File: config.mk
export PLATFORM = sky130hd
export DESIGN_NAME = pipe_rs_hs
export DESIGN_NICKNAME = d
export VERILOG_FILES = /design/src/rtl/pipe_rs_hs.sv
export SDC_FILE = /design/constraint.sdc
export NUM_CORES = 1
export LEC_CHECK = 0
export ABC_AREA = 1
export BUFFER_PORTS_ARGS = -buffer_cell sky130_fd_sc_hd__buf_2
export CORE_MARGIN = 10
export CORE_UTILIZATION = 48
export CTS_CLUSTER_DIAMETER = 30
export DETAILED_ROUTE_END_ITERATION = 6
export PLACE_DENSITY = 0.8
export SLEW_MARGIN = 20
export SYNTH_ARGS = -nofsm -noshare
export SYNTH_HDL_FRONTEND = slang
export SYNTH_SLANG_ARGS = --single-unit
File: constraint.sdc
create_clock -name clk -period 1.43 [get_ports clk]
set_input_delay 0.143 -clock clk [delete_from_list [all_inputs] [get_ports clk]]
set_output_delay 0.143 -clock clk [all_outputs]
set_load 0.01 [all_outputs]
File: src/rtl/pipe_rs_hs.sv
// pipe_rs_hs: DEPTH-stage valid/ready register pipeline with a
// combinational ready chain, so empty stages absorb bubbles while the
// output is stalled. Synchronous active-high reset, synchronous flush.
//
// Ports:
//   clk       in   rising-edge clock
//   rst       in   synchronous active-high reset
//   flush     in   synchronous clear of every stage valid bit
//   in_valid  in   upstream beat present
//   in_data   in   upstream beat payload [WIDTH]
//   in_ready  out  a beat is accepted this cycle when in_valid is high
//   out_valid out  downstream beat present
//   out_data  out  downstream beat payload [WIDTH] (last stage register)
//   out_ready in   downstream accepts a beat this cycle
//   count     out  number of occupied stages (0..DEPTH), registered
module pipe_rs_hs #(
  parameter int unsigned      WIDTH    = 32,
  parameter int unsigned      DEPTH    = 2,
  parameter logic [WIDTH-1:0] RST_DATA = '0
) (
  input  logic                       clk,
  input  logic                       rst,
  input  logic                       flush,
  input  logic                       in_valid,
  input  logic [WIDTH-1:0]           in_data,
  output logic                       in_ready,
  output logic                       out_valid,
  output logic [WIDTH-1:0]           out_data,
  input  logic                       out_ready,
  output logic [$clog2(DEPTH+1)-1:0] count
);

  localparam int unsigned CW = $clog2(DEPTH + 1);

  logic [DEPTH-1:0] w_v;
  logic [WIDTH-1:0] w_d [DEPTH];
  logic [DEPTH-1:0] w_a;
  logic             w_in_hs;
  logic             w_out_hs;
  logic [CW-1:0]    r_count;

  // Ready chain a[k] = !v[k] || a[k+1], a[DEPTH] = out_ready, evaluated
  // as a running OR from the output end so no vector feeds back on itself.
  always_comb begin : ready_chain
    logic w_acc;
    w_a   = '0;
    w_acc = out_ready;
    for (int unsigned i = 0; i < DEPTH; i++) begin
      w_acc              = w_acc || !w_v[DEPTH-1-i];
      w_a[DEPTH-1-i]     = w_acc;
    end
  end

  assign in_ready  = w_a[0] && !flush && !rst;
  assign out_valid = w_v[DEPTH-1] && !flush;
  assign out_data  = w_d[DEPTH-1];
  assign w_in_hs   = in_valid && in_ready;
  assign w_out_hs  = out_valid && out_ready;

  for (genvar g = 0; g < DEPTH; g++) begin : g_stage
    logic             r_v;
    logic [WIDTH-1:0] r_d;
    logic             w_vin;
    logic [WIDTH-1:0] w_din;

    if (g == 0) begin : g_head
      assign w_vin = w_in_hs;
      assign w_din = in_data;
    end else begin : g_body
      assign w_vin = w_v[g-1];
      assign w_din = w_d[g-1];
    end

    // A bubble moving in clears valid but keeps the old payload.
    always_ff @(posedge clk) begin
      if (rst) begin
        r_v <= 1'b0;
        r_d <= RST_DATA;
      end else if (flush) begin
        r_v <= 1'b0;
      end else if (w_a[g]) begin
        r_v <= w_vin;
        if (w_vin) begin
          r_d <= w_din;
        end
      end
    end

    assign w_v[g] = r_v;
    assign w_d[g] = r_d;
  end

  always_ff @(posedge clk) begin
    if (rst || flush) begin
      r_count <= '0;
    end else if (w_in_hs && !w_out_hs) begin
      r_count <= r_count + CW'(1);
    end else if (!w_in_hs && w_out_hs) begin
      r_count <= r_count - CW'(1);
    end
  end

  assign count = r_count;

endmodule
==> results.sh, run 1 <==
export IMPL_status="finished clean"
export IMPL_maxCapViolations=0
export IMPL_worstPathArrival_ns=1.21
export IMPL_synth_fp_nets=486
export IMPL_finalPower_w=0.00406
export IMPL_antenna_found_initial=0
export IMPL_min_path_type="input port to flop"
export IMPL_timing_fmax_ghz=0.739
export IMPL_stdcell_count=600
export IMPL_synth_compound_area_frac=0.0589
export IMPL_p_leak_nw=1.92
export IMPL_final_max_slew_viol_count=0
export IMPL_n_antenna_cell=0
export IMPL_synth_avg_cell_area_um2=6.83
export IMPL_intPower_w=0.00310
export IMPL_hold_violations=0
export IMPL_wire_per_inst_um=13.3
export IMPL_ant_nets=0
export IMPL_ys_types=20
export IMPL_seq_power_share=0.485
export IMPL_period_needed_ns=1.35
export IMPL_switching_share=0.236
export IMPL_clock_sinks=68
export IMPL_whs_path_depth=5
export IMPL_grt_overflow_total=0
export IMPL_yosysTopAreaCell="dfxtp_1"
export IMPL_fp_dieW_um=99.8
export IMPL_yosysSeqAreaShare=0.445
export IMPL_row_count=29
export IMPL_h_tree_depth=3
export IMPL_final_layout_size_suffix_gt1_frac=0.212
export IMPL_routed_via_density=4.85
export IMPL_cts_clk_slew_worst_paths_ns=0.08
export IMPL_pre_cts_ws_ns=0.0621
export IMPL_final_common_cell="inv_1"
export IMPL_fin_skew_ns=0.00974
export IMPL_p_sw_w=0.000958
export IMPL_setup_slack_ns=0.0761
export IMPL_finalCritPeriodShare=0.947
export IMPL_synth_top_area_frac=0.445
export IMPL_met1_usage=0.189
export IMPL_fin_nets=556
export IMPL_core_um2=6280
export IMPL_clock_latency_ns=0.34
export IMPL_drt_iter0_drc=171
export IMPL_grt_pass1_wl_um=13300
export IMPL_start_kind="flop"
export IMPL_path_class="flop to output port"
export IMPL_p_clk_frac=0.432
export IMPL_post_synth_and_or_nand_nor_area_fraction=0.311
export IMPL_grt_usage=0.163
export IMPL_ff2ff_path_depth=8
export IMPL_start_util=0.487
export IMPL_worstMarginPinSlew_ns=0.371
export IMPL_rsz0062_at_grt="false"
export IMPL_gp_congestion=0.800
export IMPL_ir_drop_mv=0.549
export IMPL_mostFrequentLayoutCells="inv_1 (106), nand2_1 (103), buf_2 (72)"
export IMPL_die_h_um=99.8
export IMPL_hold_buffers=0
export IMPL_grt_pass1_vias=2932
export IMPL_num_vias=2907
export IMPL_hp_start="in_data[7]"
export IMPL_dp_cells=581
export IMPL_ff2ff_setup_slack_ns=0.12
export IMPL_r2r_start="g_stage[1].r_v$_SDFFE_PP0P_"
export IMPL_use_met3=0.0481
export IMPL_tns_ns=0
export IMPL_numCtsBuffers=9
export IMPL_whs_endpoint="g_stage[0].r_d[7]$_SDFFE_PP0P_"
export IMPL_final_core_util=0.600
export IMPL_synth_top_family_by_area="simple AND/OR/NAND/NOR gates"
export IMPL_grt_busiest_layer="met2"
export IMPL_synth_mux_area_frac=0
export IMPL_synthAdderAreaFrac=0.00409
export IMPL_ys_ff_latch=68
export IMPL_relSlewSlack=0.753
export IMPL_cts_tree="built"
export IMPL_setup_viol=0
export IMPL_routed_wirelength_um=7960
export IMPL_synthCells=448
export IMPL_dp_hpwl_um=5300
export IMPL_synthXorXnorAreaFrac=0
export IMPL_worstPathRequired_ns=1.29
export IMPL_grt_max_degree=37
export IMPL_ys_warn_count=0
export IMPL_io_pin_count=73
export IMPL_rr_endpoint="count[1]$_SDFFE_PP0P_"
export IMPL_cp_end_kind="output port"
export IMPL_drtPass1Iterations=4
export IMPL_io_buffers=72
export IMPL_cts_root_buf="clkbuf_8"
export IMPL_use_met2=0.274
export IMPL_synth_area_leaders="dfxtp_1 (44%), inv_1 (13%), nand2_1 (13%), nand4_1 (6.5%), a21oi_1 (5.7%)"
export IMPL_power_frac_comb=0.083
export IMPL_dieArea_um2=9970
export IMPL_worstPathMaxFanout=17
export IMPL_drc=0
export IMPL_area_delta_synth_final_pct=23.1
export IMPL_clockBufferDepth=2
export IMPL_powerDensity_nw_per_um2=1080
export IMPL_synthesis_area_um2=3060
[power by group through the flow]
| stage | clock [W] | combinational (W) | sequential, W |
|---|---|---|---|
| floorplan | 0 | 0.000227 | 0.00201 |
| global placement | 0 | 0.000320 | 0.00201 |
| detailed placement | 0 | 0.000330 | 0.00201 |
| CTS | 0.00177 | 0.000334 | 0.00197 |
| global route | 0.00185 | 0.000393 | 0.00198 |
| finish | 0.00175 | 0.000336 | 0.00197 |
[synthesized netlist by cell type]
cell,count
nor2_1,35
nand3b_1,1
buf_4,3
o21ai_0,1
buf_1,4
nand3_2,1
nor2_8,1
buf_6,3
clkbuf_1,8
nor2_4,1
dfxtp_1,68
nand2_1,103
nand4_1,32
nand3_1,32
inv_1,106
buf_2,11
nand3_4,1
ha_1,1
nand2_2,1
a21oi_1,35
[logic make-up (layout without fill, tap and decap cells)]
kind of cell               count (synthesis)  in the layout
AOI/OAI and AO/OA                         36             36
adders and majority gates                  1              1
buffers and inverters                    135            210
DFF                                       68             68
and+or+nand+nor                          208            208
[what timing repair did]
action	4_1_cts	5_1_grt
cloned	0	1
endpoints found under the hold margin	0	0
setup endpoints to repair	1	2
pin swaps	0	4
buffers inserted	0	2
gates resized for setup	2	3
[worst max path at each step]
stage | from | to | slack, ns | cells after the start
detailed placement | g_stage[1].r_v$_SDFFE_PP0P_ | count[1]$_SDFFE_PP0P_ | 0.06 | 8
finish | g_stage[1].r_v$_SDFFE_PP0P_ | in_ready | 0.08 | 5
global route | g_stage[1].r_v$_SDFFE_PP0P_ | in_ready | 0.03 | 5
CTS | g_stage[1].r_v$_SDFFE_PP0P_ | in_ready | 0.01 | 5
floorplan | g_stage[1].r_v$_SDFFE_PP0P_ | count[1]$_SDFFE_PP0P_ | 0.005 | 8
global placement | g_stage[1].r_v$_SDFFE_PP0P_ | count[1]$_SDFFE_PP0P_ | 0.14 | 8
[layer usage]
metal	up-vias	routed length (um)
li1	1503	-
met1	1310	3480
met2	80	3870
met3	14	484
met4	0	125
met5	-	0
[per-stage QoR]
stage	hold WS [ns]	cell area (um^2)
2_1_floorplan	0.333	3070
3_3_place_gp	0.447	3480
3_5_place_dp	0.451	3480
4_1_cts	0.105	3700
5_1_grt	0.140	3760
6_report	0.114	3760
[flip-flops by register name (all words and copies together), names as in the netlist]
name / flops
out_data: 32
g_stage.r_v: 2
g_stage.r_d: 32
count: 2
[layout make-up]
class / instances / area, um^2
fillers: 578 / 2510
well taps: 77 / 96.3
multi-input cells: 245 / 1170
repair buffers: 88 / 523
clock inverters: 4 / 72.6
clock buffers: 12 / 145
inverters: 106 / 398
flip-flops and latches: 68 / 1360
[critical path, cell delays in order (launching register included)]
cell and delay [ns]:
dfxtp_2 0.36, nand3_4 0.10, buf_12 0.17, nand2_1 0.06, inv_1 0.04, buf_2 0.13
Note: power is estimated with default switching activity, not from simulation.
==> run 2: changes to the inputs <==
--- a/config.mk
+++ b/config.mk
@@ -7,11 +7,11 @@
 export LEC_CHECK = 0
 export ABC_AREA = 1
 export BUFFER_PORTS_ARGS = -buffer_cell sky130_fd_sc_hd__buf_2
-export CORE_MARGIN = 10
+export CORE_MARGIN = 5
 export CORE_UTILIZATION = 48
 export CTS_CLUSTER_DIAMETER = 30
 export DETAILED_ROUTE_END_ITERATION = 6
-export PLACE_DENSITY = 0.8
+export PLACE_DENSITY = 0.76
 export SLEW_MARGIN = 20
 export SYNTH_ARGS = -nofsm -noshare
 export SYNTH_HDL_FRONTEND = slang
==> results.sh, run 2 (synthesis results as in run 1) <==
export IMPL_gp_congestion=0.794
export IMPL_start_kind="flop"
export IMPL_die_h_um=89.8
export IMPL_worstMarginPinSlew_ns=0.368
export IMPL_grt_pass1_wl_um=12300
export IMPL_ff2ff_path_depth=8
export IMPL_n_antenna_cell=0
export IMPL_drc=0
export IMPL_mostFrequentLayoutCells="inv_1 (106), nand2_1 (103), buf_2 (72)"
export IMPL_rr_endpoint="count[1]$_SDFFE_PP0P_"
export IMPL_finalCritPeriodShare=0.961
export IMPL_cp_end_kind="output port"
export IMPL_nFillCells=616
export IMPL_grt_overflow_total=0
export IMPL_h_tree_depth=3
export IMPL_routed_wirelength_um=7050
export IMPL_whs_path_depth=5
export IMPL_fin_area_um2=3680
export IMPL_fin_nets=554
export IMPL_final_layout_size_suffix_gt1_frac=0.203
export IMPL_post_cts_buffers=0
export IMPL_setup_slack_ns=0.0556
export IMPL_min_path_type="input port to flop"
export IMPL_hold_buffers=0
export IMPL_seq_power_share=0.521
export IMPL_stdcell_count=598
export IMPL_cts_clk_slew_worst_paths_ns=0.07
export IMPL_clock_sinks=68
export IMPL_cts_root_buf="clkbuf_8"
export IMPL_pre_cts_ws_ns=0.0556
export IMPL_p_clk_frac=0.390
export IMPL_clockBufferDepth=2
export IMPL_area_delta_synth_final_pct=20.3
export IMPL_final_common_cell="inv_1"
export IMPL_dp_cells=582
export IMPL_period_needed_ns=1.37
export IMPL_fp_dieW_um=89.8
export IMPL_whs_endpoint="g_stage[0].r_d[7]$_SDFFE_PP0P_"
export IMPL_timing_fmax_ghz=0.728
export IMPL_hold_violations=0
export IMPL_multi_input_area_um2=1170
export IMPL_p_sw_w=0.000895
export IMPL_r2r_start="g_stage[1].r_v$_SDFFE_PP0P_"
export IMPL_rsz0062_at_grt="false"
export IMPL_drtPass1Iterations=4
export IMPL_core_um2=6280
export IMPL_tns_ns=0
export IMPL_row_count=29
export IMPL_power_frac_comb=0.088
export IMPL_place_area_um2=3470
export IMPL_powerDensity_nw_per_um2=1030
export IMPL_maxCapViolations=0
export IMPL_dieArea_um2=8070
export IMPL_io_buffers=72
export IMPL_drt_iter0_drc=134
export IMPL_clock_latency_ns=0.34
export IMPL_worstPathArrival_ns=1.23
export IMPL_fin_skew_ns=0.00553
export IMPL_ir_drop_mv=0.624
export IMPL_relSlewSlack=0.754
export IMPL_dp_hpwl_um=4820
export IMPL_status="finished clean"
export IMPL_wire_per_inst_um=11.8
export IMPL_ant_nets=0
export IMPL_intPower_w=0.00288
export IMPL_io_pin_count=73
export IMPL_start_util=0.487
export IMPL_p_leak_nw=1.88
export IMPL_grt_max_degree=37
export IMPL_routed_via_density=4.67
export IMPL_final_core_util=0.586
export IMPL_num_vias=2793
export IMPL_grt_usage=0.182
export IMPL_cts_tree="built"
export IMPL_final_max_slew_viol_count=0
export IMPL_worstPathRequired_ns=1.29
export IMPL_grt_pass1_vias=2726
export IMPL_ff_latch_area_um2=1360
export IMPL_ff2ff_setup_slack_ns=0.12
export IMPL_worstPathMaxFanout=34
export IMPL_hp_start="in_data[7]"
export IMPL_antenna_found_initial=0
export IMPL_setup_viol=0
export IMPL_switching_share=0.237
export IMPL_path_class="flop to output port"
export IMPL_numCtsBuffers=9
[run 2: cell count changes in the layout (fill, tap and decap cells not counted)]
cell / previous run / this run
clkinvlp_4: 1 / 0
bufinv_16: 2 / 1
clkbuf_16: 1 / 0
clkbuf_1: 2 / 5
clkbuf_8: 10 / 9
buf_12: 2 / 1
[run 2: metal layers]
metal | GRT usage | vias up | routed length, um
met5 | 0 | - | 0
met4 | 0.0819 | 0 | 46
met3 | 0.0451 | 5 | 395
met2 | 0.303 | 69 | 3350
met1 | 0.222 | 1223 | 3260
li1 | - | 1496 | -
[run 2: worst max-delay path by stage]
stage,startpoint,slack (ns),end,cells past startpoint
2_1_floorplan,g_stage[1].r_v$_SDFFE_PP0P_,0.005,count[1]$_SDFFE_PP0P_,8
3_3_place_gp,g_stage[1].r_v$_SDFFE_PP0P_,0.13,count[1]$_SDFFE_PP0P_,8
3_5_place_dp,g_stage[1].r_v$_SDFFE_PP0P_,0.06,count[1]$_SDFFE_PP0P_,8
4_1_cts,g_stage[1].r_v$_SDFFE_PP0P_,0.01,in_ready,5
5_1_grt,g_stage[1].r_v$_SDFFE_PP0P_,0.004,in_ready,5
6_report,g_stage[1].r_v$_SDFFE_PP0P_,0.06,in_ready,5
[run 2: cell type report]
class	instances	share of cell area
Clock buffer	14	0.0388
Sequential cell	68	0.371
Multi-Input combinational cell	245	0.317
Tap cell	77	0.0262
Inverter	106	0.108
Clock inverter	2	0.00952
Timing Repair Buffer	86	0.130
[run 2: power by group through the flow]
| stage | registers, W | clock network, W | logic (W) |
|---|---|---|---|
| floorplan | 0.00201 | 0 | 0.000227 |
| global placement | 0.00201 | 0 | 0.000324 |
| detailed placement | 0.00201 | 0 | 0.000330 |
| CTS | 0.00197 | 0.00151 | 0.000333 |
| global route | 0.00197 | 0.00161 | 0.000388 |
| finish | 0.00197 | 0.00147 | 0.000333 |
[run 2: critical path, cell delays in order, from the launching register on]
cell	delay [ns]
dfxtp_2	0.34
nand3_4	0.10
buf_12	0.19
nand2_1	0.07
inv_1	0.06
buf_2	0.12
[run 2: metrics by stage]
step	power (W)	hold WS [ns]
floorplan	0.00224	0.333
global placement	0.00233	0.447
detailed placement	0.00234	0.450
CTS	0.00382	0.109
global route	0.00397	0.118
finish	0.00378	0.119
[run 2: what timing repair did]
item	in CTS	in global routing
pin swaps	0	1
gates resized for setup	2	3
endpoints found under the setup margin	1	2
==> run 3: changes to the inputs <==
--- a/config.mk
+++ b/config.mk
@@ -5,13 +5,13 @@
 export SDC_FILE = /design/constraint.sdc
 export NUM_CORES = 1
 export LEC_CHECK = 0
-export ABC_AREA = 1
+export ABC_AREA = 0
 export BUFFER_PORTS_ARGS = -buffer_cell sky130_fd_sc_hd__buf_2
 export CORE_MARGIN = 5
-export CORE_UTILIZATION = 48
+export CORE_UTILIZATION = 47
 export CTS_CLUSTER_DIAMETER = 30
 export DETAILED_ROUTE_END_ITERATION = 6
-export PLACE_DENSITY = 0.76
+export PLACE_DENSITY = 0.75
 export SLEW_MARGIN = 20
 export SYNTH_ARGS = -nofsm -noshare
 export SYNTH_HDL_FRONTEND = slang
==> results.sh, run 3 <==
export IMPL_setup_slack_ns=0.0291
export IMPL_period_needed_ns=1.40
export IMPL_synth_top_family_by_area="compound AO/OA/AOI/OAI gates"
export IMPL_grt_overflow_total=0
export IMPL_final_max_slew_viol_count=0
export IMPL_ir_drop_mv=0.504
export IMPL_num_vias=2477
export IMPL_synth_avg_cell_area_um2=8.82
export IMPL_worstMarginPinSlew_ns=0.556
export IMPL_maxCapViolations=0
export IMPL_grt_usage=0.191
export IMPL_ant_nets=0
export IMPL_io_buffers=72
export IMPL_cts_root_buf="clkbuf_8"
export IMPL_synth_fp_nets=350
export IMPL_critPathBufInv=0
export IMPL_synth_mux_area_frac=0
export IMPL_switching_share=0.242
export IMPL_synth_most_common_cell="dfxtp_1"
export IMPL_min_path_type="input port to flop"
export IMPL_synth_compound_area_frac=0.224
export IMPL_p_leak_nw=1.39
export IMPL_hold_violations=0
export IMPL_grt_max_degree=36
export IMPL_gp_congestion=0.797
export IMPL_numCtsBuffers=9
export IMPL_die_h_um=86.5
export IMPL_met1_usage=0.230
export IMPL_seq_power_share=0.564
export IMPL_fin_skew_ns=0.00673
export IMPL_p_clk_frac=0.357
export IMPL_stdcell_count=454
export IMPL_grt_busiest_layer="met2"
export IMPL_io_pin_count=73
export IMPL_use_met3=0.0447
export IMPL_final_layout_size_suffix_gt1_frac=0.361
export IMPL_post_synth_and_or_nand_nor_area_fraction=0.197
export IMPL_yosysSeqAreaShare=0.495
export IMPL_clockBufferDepth=2
export IMPL_grt_pass1_vias=2537
export IMPL_pre_cts_ws_ns=-0.0781
export IMPL_dp_hpwl_um=4390
export IMPL_path_delay_family="simple AND/OR/NAND/NOR gates"
export IMPL_cp_end_kind="flop"
export IMPL_dp_cells=437
export IMPL_ys_async_sr_fraction=0
export IMPL_powerDensity_nw_per_um2=1050
export IMPL_cts_tree="built"
export IMPL_drt_iter0_drc=172
export IMPL_ys_warn_count=0
export IMPL_cts_clk_slew_worst_paths_ns=0.06
export IMPL_finalPower_w=0.00351
export IMPL_clock_latency_ns=0.33
export IMPL_yosys_top_cells_count="dfxtp_1 (68), nand3_1 (64), nand2_1 (33), a21oi_1 (32), o21ai_2 (29)"
export IMPL_start_util=0.491
export IMPL_synthAdderAreaFrac=0.00455
export IMPL_ys_ff_latch=68
export IMPL_dieArea_um2=7480
export IMPL_core_um2=5610
export IMPL_synthesis_area_um2=2750
export IMPL_crit_slowest_cell="dfxtp_4"
export IMPL_finalCritPeriodShare=0.980
export IMPL_final_common_cell="buf_2"
export IMPL_mostFrequentLayoutCells="buf_2 (72), dfxtp_1 (66), nand3_1 (64)"
export IMPL_antenna_found_initial=0
export IMPL_rsz0062_at_grt="true"
export IMPL_setup_viol=0
export IMPL_synth_area_leaders="dfxtp_1 (49%), nand3_1 (12%), o21ai_2 (9.2%), a21oi_1 (5.8%), nand2_1 (4.5%)"
export IMPL_synth_top_area_frac=0.495
export IMPL_synth_edf_count=0
export IMPL_worstPathMaxFanout=3
export IMPL_yosysTopAreaCell="dfxtp_1"
export IMPL_critPathMaxStageDelay_ns=0.36
export IMPL_worstPathRequired_ns=1.69
export IMPL_relSlewSlack=0.629
export IMPL_timing_fmax_ghz=0.714
export IMPL_h_tree_depth=3
export IMPL_start_kind="flop"
export IMPL_path_class="flop to flop"
export IMPL_synth_ff_type="dfxtp_1"
export IMPL_routed_wirelength_um=7060
export IMPL_wire_per_inst_um=15.6
export IMPL_p_sw_w=0.000849
export IMPL_area_delta_synth_final_pct=21.8
export IMPL_synthXorXnorAreaFrac=0.00637
export IMPL_place_area_um2=3150
export IMPL_nFillCells=560
export IMPL_fin_area_um2=3350
export IMPL_synthCells=312
export IMPL_drtPass1Iterations=4
export IMPL_clock_sinks=68
export IMPL_power_frac_comb=0.079
export IMPL_routed_via_density=5.46
export IMPL_use_met2=0.319
export IMPL_ys_types=27
export IMPL_worstPathArrival_ns=1.66
export IMPL_fp_dieW_um=86.5
export IMPL_fin_nets=418
export IMPL_grt_pass1_wl_um=11300
export IMPL_drc=0
export IMPL_status="finished clean"
export IMPL_intPower_w=0.00266
export IMPL_timing_critical_path_cells="nand3b_4 -> and2_4 -> ha_4 -> xor2_1 -> or3_1 -> a21boi_1"
export IMPL_n_antenna_cell=0
export IMPL_row_count=27
[run 3: layer usage]
metal | wire [um] | share of wire | up-vias
met1 | 3000 | 0.43 | 1162
met3 | 476 | 0.067 | 12
li1 | - | - | 1218
met2 | 3470 | 0.49 | 85
met5 | 0 | 0 | -
met4 | 113 | 0.016 | 0
[run 3: per-stage QoR]
stage | utilization | hold slack [ns] | setup TNS (ns)
2_1_floorplan | - | 0.214 | -0.291
3_3_place_gp | 0.561 | 0.377 | 0
3_5_place_dp | 0.561 | 0.377 | -0.115
4_1_cts | 0.594 | 0.0248 | 0
5_1_grt | 0.598 | 0.0276 | -0.0357
6_report | 0.598 | 0.0367 | 0
[run 3: worst min-delay path, cell delays in order]
cell	delay, ns
buf_2	0.07
nand3_1	0.05
o21ai_1	0.06
[run 3: cell families (layout without fill, tap and decap cells)]
family,Yosys count,in the layout
adders and majority gates,1,1
buffers and inverters,32,102
AOI/OAI and AO/OA,100,100
xor gates and xnor gates,2,2
DFF,68,68
and+or+nand+nor,109,109
[run 3: final cells by class]
class                   instances  area [um^2]  area share
clock inverters                 3         17.5     0.00523
inverters                       2         7.51     0.00224
clock buffers                  10          128      0.0381
flip-flops and latches         68         1370       0.408
well taps                      72         90.1      0.0269
multi-input cells             212         1220       0.363
repair buffers                 87          523       0.156
[run 3: final timing paths]
path	slack (ns)	start	to	cells past startpoint
max	0.03	g_stage[1].r_v$_SDFFE_PP0P_	count[1]$_SDFFE_PP0P_	6
min	0.04	in_data[1]	g_stage[0].r_d[1]$_SDFFE_PP0P_	3
max reg2reg	0.03	g_stage[1].r_v$_SDFFE_PP0P_	count[1]$_SDFFE_PP0P_	6
min reg2reg	0.45	g_stage[0].r_d[1]$_SDFFE_PP0P_	g_stage[0].r_d[1]$_SDFFE_PP0P_	2
[run 3: repair_timing]
action	4_1_cts	5_1_grt
gates resized for setup	7	2
endpoints found under the setup margin	2	2
pin swaps	0	1
hold buffers	0	0
setup buffers	2	2
[run 3: power groups by stage]
| stage | clock network (W) | logic (W) | registers [W] |
|---|---|---|---|
| floorplan | 0 | 0.000175 | 0.00202 |
| global placement | 0 | 0.000262 | 0.00202 |
| global route | 0.00138 | 0.000302 | 0.00198 |
| detailed placement | 0 | 0.000269 | 0.00202 |
| finish | 0.00125 | 0.000277 | 0.00198 |
| CTS | 0.00128 | 0.000275 | 0.00198 |
